`src/rtl/ws2812_chain_ctl.sv`:
```
// ws2812_chain_ctl
// Walks a linked list of LED records held in an external synchronous RAM and
// streams each pixel MSB-first to a single-wire bit encoder using a
// ready/done handshake. After the last record it holds the line low for a
// programmable latch period. Each record is {next_address, pixel}. A link
// value of 0 ends the chain, so address 0 is still valid as the first record.
// A loop guard stops a frame once 2^ADDR_W LEDs have been sent.
module ws2812_chain_ctl #(
    parameter int PIX_W   = 24,     // 24 = GRB, 32 = GRBW
    parameter int ADDR_W  = 6,      // RAM address width
    parameter int RD_LAT  = 1,      // RAM read latency in clocks, 1..4
    parameter int CNT_RST = 10000   // latch period in clocks, >= 2
) (
    input  logic                      clk_in,
    input  logic                      rst_n_in,
    input  logic                      frame_rdy_in,
    input  logic                      abort_in,
    input  logic [ADDR_W-1:0]         start_addr_in,
    output logic                      rd_en_out,
    output logic [ADDR_W-1:0]         rd_addr_out,
    input  logic [ADDR_W+PIX_W-1:0]   rd_data_in,
    input  logic                      bit_done_in,
    output logic                      bit_rdy_out,
    output logic                      bit_data_out,
    output logic                      busy_out,
    output logic                      frame_done_out,
    output logic                      overflow_out,
    output logic [ADDR_W:0]           led_cnt_out
);

    localparam int SEL_W = $clog2(PIX_W);
    localparam int DLY_W = $clog2(RD_LAT + 1);
    localparam int LAT_W = $clog2(CNT_RST);

    localparam logic [SEL_W-1:0] LAST_SEL = SEL_W'(PIX_W - 1);
    localparam logic [DLY_W-1:0] DLY_LAST = DLY_W'(RD_LAT);
    localparam logic [LAT_W-1:0] LAT_LAST = LAT_W'(CNT_RST - 1);
    localparam logic [ADDR_W:0]  LED_MAX  = {1'b1, {ADDR_W{1'b0}}};

    typedef enum logic [1:0] {
        ST_IDLE,
        ST_FETCH,
        ST_SEND,
        ST_LATCH
    } state_t;

    state_t              state_q;
    logic [ADDR_W-1:0]   rd_addr_q;     // address of the record being fetched
    logic [ADDR_W-1:0]   next_addr_q;   // link field of the record being sent
    logic [PIX_W-1:0]    shift_q;       // pixel, current bit in the MSB
    logic [SEL_W-1:0]    bit_sel_q;     // index of the bit now on the line
    logic [DLY_W-1:0]    dly_q;         // RAM latency wait in FETCH
    logic [LAT_W-1:0]    lat_cnt_q;     // latch period counter
    logic [ADDR_W:0]     led_cnt_q;
    logic                rd_en_q;
    logic                bit_rdy_q;
    logic                bit_data_q;
    logic                busy_q;
    logic                frame_done_q;
    logic                overflow_q;

    // Record fields and derived next-state values.
    logic [PIX_W-1:0]    rd_pixel;
    logic [ADDR_W-1:0]   rd_link;
    logic                last_bit;
    logic [ADDR_W:0]     led_cnt_d;

    assign rd_pixel  = rd_data_in[PIX_W-1:0];
    assign rd_link   = rd_data_in[ADDR_W+PIX_W-1:PIX_W];
    assign last_bit  = (bit_sel_q == LAST_SEL);
    assign led_cnt_d = led_cnt_q + 1'b1;

    // Frame sequencer: fetch record, shift its pixel out, follow the link,
    // finish with the latch period. All outputs come straight from registers.
    always_ff @(posedge clk_in or negedge rst_n_in) begin
        if (!rst_n_in) begin
            state_q      <= ST_IDLE;
            rd_addr_q    <= '0;
            next_addr_q  <= '0;
            shift_q      <= '0;
            bit_sel_q    <= '0;
            dly_q        <= '0;
            lat_cnt_q    <= '0;
            led_cnt_q    <= '0;
            rd_en_q      <= 1'b0;
            bit_rdy_q    <= 1'b0;
            bit_data_q   <= 1'b0;
            busy_q       <= 1'b0;
            frame_done_q <= 1'b0;
            overflow_q   <= 1'b0;
        end else begin
            // NOTE: non-blocking assignments throughout, so every branch below
            // reads the pre-edge register values; the defaults here make the
            // strobes single-cycle pulses unless a branch re-asserts them.
            rd_en_q      <= 1'b0;
            bit_rdy_q    <= 1'b0;
            frame_done_q <= 1'b0;

            unique case (state_q)
                ST_IDLE: begin
                    if (frame_rdy_in) begin
                        rd_addr_q  <= start_addr_in;
                        led_cnt_q  <= '0;
                        overflow_q <= 1'b0;
                        dly_q      <= '0;
                        rd_en_q    <= 1'b1;
                        busy_q     <= 1'b1;
                        state_q    <= ST_FETCH;
                    end
                end

                ST_FETCH: begin
                    if (abort_in) begin
                        // Whatever the RAM returns for this read is dropped.
                        lat_cnt_q  <= '0;
                        bit_data_q <= 1'b0;
                        state_q    <= ST_LATCH;
                    end else if (dly_q == DLY_LAST) begin
                        shift_q     <= rd_pixel;
                        next_addr_q <= rd_link;
                        bit_sel_q   <= '0;
                        bit_data_q  <= rd_pixel[PIX_W-1];
                        bit_rdy_q   <= 1'b1;
                        state_q     <= ST_SEND;
                    end else begin
                        dly_q <= dly_q + 1'b1;
                    end
                end

                ST_SEND: begin
                    if (bit_done_in && last_bit) begin
                        // The LED is complete even if abort arrives now.
                        led_cnt_q <= led_cnt_d;
                        if (abort_in || next_addr_q == '0) begin
                            lat_cnt_q  <= '0;
                            bit_data_q <= 1'b0;
                            state_q    <= ST_LATCH;
                        end else if (led_cnt_d == LED_MAX) begin
                            // Every address has been visited: the chain loops.
                            overflow_q <= 1'b1;
                            lat_cnt_q  <= '0;
                            bit_data_q <= 1'b0;
                            state_q    <= ST_LATCH;
                        end else begin
                            rd_addr_q <= next_addr_q;
                            dly_q     <= '0;
                            rd_en_q   <= 1'b1;
                            state_q   <= ST_FETCH;
                        end
                    end else if (abort_in) begin
                        // Partial LED: no count, no further bits.
                        lat_cnt_q  <= '0;
                        bit_data_q <= 1'b0;
                        state_q    <= ST_LATCH;
                    end else if (bit_done_in) begin
                        shift_q    <= {shift_q[PIX_W-2:0], 1'b0};
                        bit_data_q <= shift_q[PIX_W-2];
                        bit_sel_q  <= bit_sel_q + 1'b1;
                        bit_rdy_q  <= 1'b1;
                    end
                end

                ST_LATCH: begin
                    if (lat_cnt_q == LAT_LAST) begin
                        busy_q       <= 1'b0;
                        frame_done_q <= 1'b1;
                        state_q      <= ST_IDLE;
                    end else begin
                        lat_cnt_q <= lat_cnt_q + 1'b1;
                    end
                end

                default: begin
                    state_q <= ST_IDLE;
                end
            endcase
        end
    end

    assign rd_en_out      = rd_en_q;
    assign rd_addr_out    = rd_addr_q;
    assign bit_rdy_out    = bit_rdy_q;
    assign bit_data_out   = bit_data_q;
    assign busy_out       = busy_q;
    assign frame_done_out = frame_done_q;
    assign overflow_out   = overflow_q;
    assign led_cnt_out    = led_cnt_q;

endmodule
```
`config.mk`:
```
export PLATFORM = sky130hd
export DESIGN_NAME = ws2812_chain_ctl
export DESIGN_NICKNAME = d
export VERILOG_FILES = /design/src/rtl/ws2812_chain_ctl.sv
export SDC_FILE = /design/constraint.sdc
export NUM_CORES = 1
export LEC_CHECK = 0
export ABC_AREA = 1
export CORE_ASPECT_RATIO = 1.25
export CORE_UTILIZATION = 55
export DETAILED_ROUTE_END_ITERATION = 16
export PLACE_DENSITY = 0.81
export SYNTH_ARGS = -nofsm -noshare
export SYNTH_HDL_FRONTEND = slang
export SYNTH_SLANG_ARGS = --single-unit
```
`constraint.sdc`:
```
create_clock -name clk_in -period 2.66 [get_ports clk_in]
set_clock_uncertainty 0.1 [all_clocks]
set_input_delay 0.532 -clock clk_in [delete_from_list [all_inputs] [get_ports clk_in]]
set_output_delay 0.532 -clock clk_in [all_outputs]
set_load 0.02 [all_outputs]
```
==> out/results.txt, run 1 <==
clock root cell: clkbuf_8
Layout Utilization: 70.73%
Clock transition at path regs: 80 ps
measured slew at the worst slew-check pin: 536.9 ps
first-pass GRT wire length: 16260 um
Slew headroom: 64.20%
DR DRC count: 0
vias in the first global route: 3631
max_cap viols: 0
Pwr Density: 1099 nW/um2
synthesized area: 4023 um2
status: completed
Nets: 619
CP startpoint kind: flop
largest family of logic cells by synthesized area: simple AND/OR/NAND/NOR gates
sequential area share after synthesis: 43.55%
static leakage: 2.293 nW
Critical Path AT: 2450 ps
fmax: 431.8 MHz
Slew Limit Fails: 0
CTS tree: built
via count: 3743
post-route setup TNS: 0 ps
antenna violations before repair: 0
Initial Util: 57.31%
Yosys warning count: 0
Final Hold Viols: 0
post-synthesis cell count: 509
Synth Area in Adders: 2.488%
final wirelength: 9516 um
IO Pins: 60
Synth Register Bits: 70
Max IR drop VDD: 0.0007282 V
# setup viols final: 0
Final Power: 5.456 mW
Die Width: 78.49 um
ANT nets after route: 0
number of gates resized after CTS: 0
Port-buffer cells: 59
die area: 7662 um2
antenna cell count: 0
crit-path max FO: 23
DRT Pass-1 Iters: 5
total grt overflow: 0
Area Growth Syn to Fin: 23.42%
largest net degree at the start of global routing: 50
routed wire length per instance: 14.31 um
post-synth net total: 558
Final Cycle Share: 87.06%
top cells by area, synth: dfrtp_1 (44%), nand2_1 (13%), nand3_1 (6.8%)
clk_lat worst skew: 350 ps
Core Rows: 34
Post-CTS Hold Fix Bufs: 0
leading area contributor after synthesis: dfrtp_1
Fillers: 580
internal reg-to-reg setup slack: 340 ps
Synth Area in Simple Gates: 32.69%
fraction of layout cells with a size suffix above 1: 11.30%
Clock Path Buffers: 2
post-synth top area share: 43.55%
setup bufs post-CTS: 0
H-tree depth: 3
portion of netlist area occupied by mux cells: 1.928%
post-synthesis compound-gate area fraction: 11.07%
RSZ-0062 raised after global routing: no
Crit path required time: 2790 ps
Mean Syn Cell Area: 7.903 um2
DR iter-0 viols: 232
Cell variety after synth: 41
Synth Area in XOR/XNOR: 1.089%
Crit Path Category: reg -> reg
total CTS buffers: 9
minimum clock period: 2316 ps
cells on worst reg2reg path: 10
Hold Crit Class: in -> async
total global-route track usage: 26.73%
Via density: 5.629
CP Capture Type: flop
Post-DP HPWL: 6584 um
GP Congestion: 0.8824
core area: 7019 um2
Clock Sinks: 70
Die Y: 97.62 um
## placed cells by master (no fill, tap or decap), types with 2 or more instances in the layout
cell             count
nand2_1            134
inv_2                5
buf_12               2
nand2_2              5
nor2_1              69
mux2_2               6
o21ai_0             18
dfrtp_1             70
bufinv_16            4
clkdlybuf4s50_1     58
buf_4                7
nor3_1               6
nor2_2               4
nand4_1             17
a21oi_1              5
o22ai_2             10
ha_1                 8
o22ai_1             15
nor2_4               2
nand3_1             55
nand3_4              2
clkbuf_8            11
inv_1               35
o211ai_1             5
xor2_1               4
## layer usage
metal	vias to the layer above	share of wire [%]	GRT usage, %
met1	1799	42	34.46
met5	-	0	0
met4	0	1.1	10.26
met3	10	4.8	4.507
li1	1814	-	-
met2	120	52	44.53
## where the power goes
part	switching, mW	total, mW	internal [mW]
Combinational	1.52	2.51	0.989
Sequential	0.306	1.75	1.45
Clock	0.417	1.19	0.771
## synthesized netlist by cell type, drive strengths merged
library cell and count:
nand3 58, mux2i 1, dfrtp 70, nor2 75, a22oi 1, mux2 6, a21oi 6, a22o 1
clkinv 1, nand2 140, a21boi 1, xnor2 1, nor3 6, o21bai 1, ha 8, nand4 17
o211ai 5, o311ai 1, buf 15, clkbuf 3, nor4 1, o31ai 1, o22ai 25, o21ai 19
inv 41, xor2 4, a311oi 1
## kinds of logic (layout without fill, tap and decap cells)
family | Yosys count | after routing
mux | 7 | 7
flops | 70 | 70
buf+inv | 60 | 126
xor+xnor | 5 | 5
fa+ha+maj | 8 | 8
compound gates | 62 | 62
simple gates | 297 | 297
## registers in the layout (all words and copies together), names as in the netlist
name,cells
state_q,2
bit_rdy_out,1
frame_done_out,1
lat_cnt_q,14
rd_en_out,1
bit_sel_q,5
bit_data_out,1
busy_out,1
led_cnt_out,7
overflow_out,1
rd_addr_out,6
next_addr_q,6
shift_q,23
dly_q,1
## worst max-delay path, cell delays in order, from the launching register on
cell,delay [ps]
dfrtp_1,480
inv_1,130
ha_1,250
inv_2,170
o22ai_1,130
nor2_2,150
nand3_4,150
nor2_4,160
inv_2,210
o22ai_1,200
nor2_1,70
## through the flow
step                      hold WS [ps]  std cells  cell area (um2)  setup slack [ps]
after floorplan                  136.4        509             4023             649.2
after global placement           367.5        649             4684             269.5
after detailed placement         362.3        649             4684             196.6
after CTS                        72.34        665             4965             339.6
after global routing             89.30        665             4965             91.59
final                            62.92        665             4965             344.2
## final cells by class
cell class	instances	area [um2]	area share [%]
Clock inverter	5	128.9	2.596
Inverter	42	160.2	3.226
Clock buffer	11	151.4	3.049
Sequential cell	70	1752	35.28
Multi-Input combinational cell	379	1982	39.92
Tap cell	90	112.6	2.268
Timing Repair Buffer	68	678.2	13.66
## worst paths after layout
check,startpoint,endpoint
worst max-delay path,state_q[0]$_DFFE_PN0P_,shift_q[1]$_DFFE_PN0P_
max in group asynchronous,rst_n_in,shift_q[17]$_DFFE_PN0P_
worst min register to register,rd_addr_out[5]$_DFFE_PN0P_,rd_addr_out[5]$_DFFE_PN0P_
worst max register to register,state_q[0]$_DFFE_PN0P_,shift_q[1]$_DFFE_PN0P_
worst min-delay path,rst_n_in,lat_cnt_q[10]$_DFFE_PN0P_
min in group clk_in,rd_addr_out[5]$_DFFE_PN0P_,rd_addr_out[5]$_DFFE_PN0P_
Note: power is estimated with default switching activity, not from simulation.
==> inputs of run 2 (changes only) <==
Settings changed: CORE_ASPECT_RATIO 1.25 to 0.7.
==> run 2 against run 1 <==
Effect of this change:
- critical path depth down 1
- first-iteration DRC count up 5.2%
- critical path type unchanged
- global-route usage down 1.1 points
- maximum frequency up 1.2%
==> out/results.txt, run 2 (synthesized netlist as in run 1, its figures left out) <==
status: completed
post-route setup TNS: 0 ps
Core Rows: 25
CP Capture Type: flop
max_cap viols: 0
IO Pins: 60
Clock transition at path regs: 80 ps
CP startpoint kind: flop
routed wire length per instance: 13.56 um
Crit Path Category: reg -> reg
Post-DP HPWL: 6282 um
Via density: 5.511
fraction of layout cells with a size suffix above 1: 11.30%
Largest register FFs: 23
DRT Pass-1 Iters: 5
first-pass GRT wire length: 15310 um
total grt overflow: 0
DR iter-0 viols: 244
measured slew at the worst slew-check pin: 569.2 ps
core area: 6913 um2
Final Cycle Share: 86.07%
final wirelength: 9073 um
Max IR drop VDD: 0.0005534 V
DR DRC count: 0
fmax: 436.8 MHz
Port-buffer cells: 59
Hold Crit Class: in -> async
Top reg by flops: shift_q
cells on worst reg2reg path: 9
Post-CTS Hold Fix Bufs: 0
most common cell after layout, fill and taps aside: nand2_1
minimum clock period: 2289 ps
Die Y: 73.55 um
antenna cell count: 0
number of gates resized after CTS: 0
largest net degree at the start of global routing: 48
Die Width: 104.2 um
clk_lat worst skew: 360 ps
commonest non-fill, non-tap cells in the layout: nand2_1 (134), dfrtp_1 (70), nor2_1 (69)
Area Growth Syn to Fin: 20.90%
Slew headroom: 61.76%
CTS tree: built
Clock Sinks: 70
Slew Limit Fails: 0
static leakage: 2.246 nW
Final WS setup: 370.6 ps
Final Hold Viols: 0
via count: 3687
Fillers: 564
Setup WS pre-CTS: 184.0 ps
Initial Util: 58.19%
total global-route track usage: 25.65%
crit-path max FO: 24
vias in the first global route: 3357
Crit path required time: 2850 ps
Layout Utilization: 70.35%
Clock Path Buffers: 2
RSZ-0062 raised after global routing: no
GP Congestion: 0.9395
setup bufs post-CTS: 0
clock root cell: clkbuf_8
ANT nets after route: 0
hold slack: 59.32 ps
# setup viols final: 0
Critical Path AT: 2470 ps
Nets: 619
antenna violations before repair: 0
Pwr Density: 1023 nW/um2
die area: 7665 um2
H-tree depth: 3
total CTS buffers: 9
[run 2: critical path: stages, from the launching register on]
cell,delay (ps)
dfrtp_1,460
inv_1,140
ha_1,200
buf_4,300
nand4_1,200
nand3_4,190
inv_4,40
nand2_2,330
o22ai_1,140
nor2_1,110
[run 2: stage by stage]
stage / total power, mW / instance area (um2) / cells
final: 4.977 / 4863 / 669
after global routing: 5.360 / 4863 / 669
after CTS: 4.996 / 4863 / 669
after detailed placement: 4.212 / 4690 / 653
after global placement: 4.123 / 4690 / 653
after floorplan: 3.562 / 4023 / 509
[run 2: final cells by class]
class                      count  area [um2]  area share, %
multi-input combinational    379        1982          40.75
clock buffer                  10       137.6          2.830
tap                           94       117.6          2.418
timing repair buffer          68       678.2          13.94
inverter                      42       160.2          3.293
clock inverter                 6       36.28         0.7461
sequential                    70        1752          36.02
[run 2: worst paths after layout]
path                                       startpoint                    endpoint  slack, ps
min in group clk_in        rd_addr_out[5]$_DFFE_PN0P_  rd_addr_out[5]$_DFFE_PN0P_        380
max in group asynchronous                    rst_n_in   lat_cnt_q[10]$_DFFE_PN0P_       1760
max                            state_q[0]$_DFFE_PN0P_     shift_q[13]$_DFFE_PN0P_        370
min                                          rst_n_in  rd_addr_out[0]$_DFFE_PN0P_         60
max reg2reg                    state_q[0]$_DFFE_PN0P_     shift_q[13]$_DFFE_PN0P_        370
min reg2reg                rd_addr_out[5]$_DFFE_PN0P_  rd_addr_out[5]$_DFFE_PN0P_        380
[run 2: where the power goes]
group          internal (mW)  switching (mW)
Combinational          0.983            1.47
Sequential              1.45           0.296
Clock                  0.360           0.416
Total                   2.79            2.18
[run 2: routing by layer]
layer  GRT usage (%)  share of wire, %  vias to the layer above  wire, um
met5               0                 0                        -         0
met1           33.88                47                     1695      4302
li1                -                 -                     1825         -
met4           11.59               2.1                        0       189
met3           5.768               7.2                       16       649
met2           41.04                43                      151      3931
